`config.mk`:
```
export PLATFORM = sky130hd
export DESIGN_NAME = eg2000_tape_ram_arbiter
export DESIGN_NICKNAME = d
export VERILOG_FILES = /design/src/rtl/eg2000_tape_ram_arbiter.sv
export SDC_FILE = /design/constraint.sdc
export NUM_CORES = 1
export LEC_CHECK = 0
export CAP_MARGIN = 20
export CORE_ASPECT_RATIO = 0.9
export CORE_MARGIN = 8
export CORE_UTILIZATION = 25
export DETAILED_ROUTE_END_ITERATION = 10
export PLACE_DENSITY = 0.56
export SYNTH_ARGS = -nofsm -noshare
export SYNTH_HDL_FRONTEND = slang
export SYNTH_SLANG_ARGS = --single-unit
```
`constraint.sdc`:
```
create_clock -name clk -period 4.4 [get_ports clk]
set_clock_uncertainty 0.1 [all_clocks]
set_input_delay 0.44 -clock clk [delete_from_list [all_inputs] [get_ports clk]]
set_output_delay 0.44 -clock clk [all_outputs]
set_load 0.02 [all_outputs]
```
`src/rtl/eg2000_tape_ram_arbiter.sv`:
```
// rtl/eg2000_tape_ram_arbiter.sv - fixed-priority (WR > ER > RD) arbiter for the 128 KB tape RAM
// Optional RD starvation guard: define EG2000_ARB_STARVE_EN.
module eg2000_tape_ram_arbiter #(
  parameter int AW           = 17,
  parameter int STARVE_LIMIT = 64
) (
  input  logic          clk,
  input  logic          reset,
  input  logic          wr_req,
  input  logic [AW-1:0] wr_addr,
  input  logic [7:0]    wr_data,
  output logic          wr_gnt,
  input  logic          er_req,
  input  logic [AW-1:0] er_addr,
  output logic          er_gnt,
  input  logic          rd_req,
  input  logic [AW-1:0] rd_addr,
  output logic          rd_gnt,
  output logic [7:0]    rd_data,
  output logic          rd_valid,
  output logic [AW-1:0] ram_a,
  output logic [7:0]    ram_d,
  output logic          ram_we_n,
  input  logic [7:0]    ram_q,
  output logic [1:0]    owner,
  output logic          busy
);

  // State encoding doubles as the owner code (0 none, 1 WR, 2 ER, 3 RD).
  typedef enum logic [1:0] {
    ARB_IDLE = 2'd0,
    ARB_WR   = 2'd1,
    ARB_ER   = 2'd2,
    ARB_RD   = 2'd3
  } arb_state_t;

  arb_state_t    state_q, state_d;
  logic [AW-1:0] ram_a_q, ram_a_d;
  logic [7:0]    ram_d_q, ram_d_d;
  logic          rd_pend_q;
  logic          rd_valid_q;
  logic [7:0]    rd_data_q;

  logic wr_elig, er_elig, rd_elig;
  logic starve_force;

  // The requester granted this cycle still shows req (it drops on the next edge), so mask it.
  assign wr_elig = wr_req && (state_q != ARB_WR);
  assign er_elig = er_req && (state_q != ARB_ER);
  assign rd_elig = rd_req && (state_q != ARB_RD);

`ifdef EG2000_ARB_STARVE_EN
  logic [6:0] starve_q, starve_d;

  assign starve_force = (starve_q >= 7'(STARVE_LIMIT));

  // Count cycles RD is eligible but loses; clears when RD is granted.
  always_comb begin
    starve_d = starve_q;
    if (state_q == ARB_RD || state_d == ARB_RD) begin
      starve_d = 7'd0;
    end else if (rd_elig && !starve_force) begin
      starve_d = starve_q + 7'd1;
    end
  end

  // Starvation counter register.
  always_ff @(posedge clk) begin
    if (reset) begin
      starve_q <= 7'd0;
    end else begin
      starve_q <= starve_d;
    end
  end
`else
  // Without the guard the limit has no effect; pure fixed priority.
  assign starve_force = (STARVE_LIMIT < 0);
`endif

  // Next grant selection and the RAM address/data that go with it.
  always_comb begin
    state_d = ARB_IDLE;
    ram_a_d = ram_a_q;
    ram_d_d = ram_d_q;
    if (starve_force && rd_elig) begin
      state_d = ARB_RD;
      ram_a_d = rd_addr;
    end else if (wr_elig) begin
      state_d = ARB_WR;
      ram_a_d = wr_addr;
      ram_d_d = wr_data;
    end else if (er_elig) begin
      state_d = ARB_ER;
      ram_a_d = er_addr;
      ram_d_d = 8'h00;
    end else if (rd_elig) begin
      state_d = ARB_RD;
      ram_a_d = rd_addr;
    end
  end

  // Grant state and RAM address/data registers.
  always_ff @(posedge clk) begin
    if (reset) begin
      state_q <= ARB_IDLE;
      ram_a_q <= '0;
      ram_d_q <= 8'h00;
    end else begin
      state_q <= state_d;
      ram_a_q <= ram_a_d;
      ram_d_q <= ram_d_d;
    end
  end

  // Read return pipeline: RAM q is valid the cycle after rd_gnt, captured at its end.
  always_ff @(posedge clk) begin
    if (reset) begin
      rd_pend_q  <= 1'b0;
      rd_valid_q <= 1'b0;
      rd_data_q  <= 8'h00;
    end else begin
      rd_pend_q  <= (state_q == ARB_RD);
      rd_valid_q <= rd_pend_q;
      if (rd_pend_q) begin
        rd_data_q <= ram_q;
      end
    end
  end

  assign wr_gnt   = (state_q == ARB_WR);
  assign er_gnt   = (state_q == ARB_ER);
  assign rd_gnt   = (state_q == ARB_RD);
  assign ram_we_n = !((state_q == ARB_WR) || (state_q == ARB_ER));
  assign ram_a    = ram_a_q;
  assign ram_d    = ram_d_q;
  assign owner    = state_q;
  assign rd_data  = rd_data_q;
  assign rd_valid = rd_valid_q;
  assign busy     = wr_req || er_req || rd_req || (state_q != ARB_IDLE) || rd_pend_q;

endmodule

```
==> reports/qor.txt <==
status - finished clean
GRT met3 Usage - 3.38%
Final GP Congestion - 0.746
register bit count reported by yosys - 37
Arr. time, crit path - 2.00 ns
GR Util All Layers - 11.9%
post-layout power - 922 µW
number of I/O pins - 113
PD cells - 305 nW/µm²
Clock Latency Late Sink - 0.29 ns
clock share of power - 32.3%
FP Rows - 29
syn_area_per_cell - 8.68 µm²
sw power - 258 µW
IO buf count - 112
Post-CTS Resized - 0
Die W - 104 µm
RSZ-0062 raised after global routing - no
Root Buffer - clkbuf_8
cts bufs inserted - 5
synthesized cell area - 1760 µm²
Antenna Cells - 0
Worst setup EP type - output pin
Initial DRT Pass Iterations - 4
Fillers - 703
Final period util - 57.6%
Pleak - 0.00112 µW
CTS sink cnt - 37
syn nets - 279
post-route minimum period - 2.54 ns
vias in the first global route - 1,902
Comb pwr share - 27.3%
Worst Setup Start Kind - primary input
CTS tree - done
Avg WL per Cell - 15.2 µm
max-cap viol count - 0
Reg power frac - 40.3%
Slew HR - 42.9%
CTS Buffer Depth - 2
largest net degree at the start of global routing - 35
total gr overflow - 0
initial antenna violation count - 0
Core Box Area - 6930 µm²
Net Sw Frac - 28.0%
Area Growth Syn to Fin - 71.6%
GRT Max-Usage Layer - met2
number of DRC markers in iteration 0 - 45
# DRC - 0
GR Util met1 - 14.1%
register area share after synthesis - 42.0%
post-synth cell types - 23
met2 GRT Util - 20.4%
Nets - 382
clk slew on worst S/H paths - 0.08 ns
Setup Fix Bufs, Post-CTS - 0
synth warn - 0
kind of critical path - primary input to output pin
H-tree depth - 2
Pint - 664 µW
Vias - 1,817
Routed Wire Length - 6080 µm
Slew @ Worst Pin - 0.853 ns
Max IR drop VDD - 0.000151 V
Via density - 4.54
Final Hold Vio Count - 0
Slew Viols, Final - 0
CTS Hold Bufs - 0
detailed placement HPWL - 4450 µm
final antenna-violating net count - 0
Worst Hold Class - flip-flop to flip-flop
Final Core Density - 43.6%
first-pass GRT wire length - 9580 µm
Die H - 95.6 µm
largest fanout on the critical path - 4
Final setup viols - 0
Initial Util - 25.4%
Max Fclk - 0.394 GHz
Die ar. - 9990 µm²
Mapped Cells - 203
share of post-route cells with drive strength above 1 - 8.14%
CP Data Required Time - 3.86 ns
total negative slack - 0 ns
==> flip-flops by register name, summed over array words and instances, names as in the netlist <==
| register | flops |
|---|---|
| rd_pend_q | 1 |
| ram_d | 8 |
| ram_a | 17 |
| owner | 2 |
| rd_data | 8 |
| rd_valid | 1 |
==> path summary, 6_finish.rpt <==
path                    startpoint                     end  slack, ns  cells past startpoint
max                         wr_req                    busy       1.86                      4
min          ram_d[4]$_SDFFE_PP0P_   ram_d[4]$_SDFFE_PP0P_       0.37                      2
max reg2reg    owner[0]$_SDFF_PP0_  ram_a[14]$_SDFFE_PP0P_       2.47                      4
min reg2reg  ram_d[4]$_SDFFE_PP0P_   ram_d[4]$_SDFFE_PP0P_       0.37                      2
==> through the flow <==
step	area [µm²]	cells	setup slack, ns	hold WS, ns
floorplan	1760	203	2.49	0.443
global placement	2910	392	1.88	0.356
detailed placement	2910	392	1.87	0.362
CTS	3020	400	1.86	0.372
global route	3020	400	1.82	0.384
finish	3020	400	1.86	0.369
==> final cells by class <==
cell class                      instances  area (µm²)  area share [%]
Tap cell                               93         116            3.85
Timing Repair Buffer                  115        1140            37.8
Sequential cell                        37         741            24.5
Clock inverter                          3        46.3            1.53
Clock buffer                            5        68.8            2.28
Multi-Input combinational cell        144         896            29.6
Inverter                                3        11.3           0.373
==> critical path: stages <==
cell             delay (ns)
clkdlybuf4s50_1        0.44
nand2b_1               0.15
or4_1                  0.40
clkdlybuf4s50_1        0.56
==> power groups by stage <==
stage | Clock (µW) | Sequential, µW | Combinational [µW]
floorplan | 0 | 408 | 95.6
global placement | 0 | 379 | 257
detailed placement | 0 | 380 | 257
CTS | 311 | 372 | 258
global route | 325 | 375 | 274
finish | 298 | 372 | 252
==> logic make-up after synthesis <==
logic type	after synthesis	synth area share, %
compound gates	27	15.1
simple gates	105	28.1
flops	37	42.0
mux	8	4.55
buf+inv	22	7.39
fa+ha+maj	4	2.84
==> cells in the final DEF, fill, tap and decap left out <==
master / Yosys / routed
nand2b_1: 4 / 4
nor2b_1: 4 / 2
or4_1: 1 / 1
clkdlybuf4s50_1: 0 / 112
clkbuf_8: 0 / 5
buf_4: 3 / 3
o41ai_2: 9 / 9
ha_1: 4 / 4
nand2b_4: 1 / 1
and2b_2: 1 / 1
nor3b_2: 1 / 1
clkinv_4: 0 / 1
o41ai_1: 8 / 8
bufinv_16: 0 / 1
nand2_1: 25 / 25
nor2b_2: 0 / 2
nand3_1: 8 / 8
clkinvlp_4: 0 / 1
mux2i_1: 8 / 8
a21oi_1: 10 / 10
inv_1: 3 / 3
nor2_1: 26 / 26
dfxtp_1: 37 / 37
nor3_1: 34 / 34
==> synthesized netlist by cell type, drive strengths merged <==
cell type | number | area share, %
buf | 16 | 6.1
clkbuf | 3 | 0.64
nand2b | 5 | 2.2
nor2 | 26 | 5.5
a21oi | 10 | 2.8
inv | 3 | 0.64
and2b | 1 | 0.50
nor3 | 34 | 9.7
nor2b | 4 | 1.4
mux2i | 8 | 4.5
o41ai | 17 | 12
dfxtp | 37 | 42
ha | 4 | 2.8
nand3 | 8 | 2.3
nor3b | 1 | 0.71
nand2 | 25 | 5.3
or4 | 1 | 0.43
==> metal layers <==
layer  vias to the layer above  part of all wire (%)
li1                        910                     -
met1                       850                    44
met2                        52                    50
met3                         5                   5.1
met4                         0                   1.1
met5                         -                     0
Note: power is estimated with default switching activity, not from simulation.
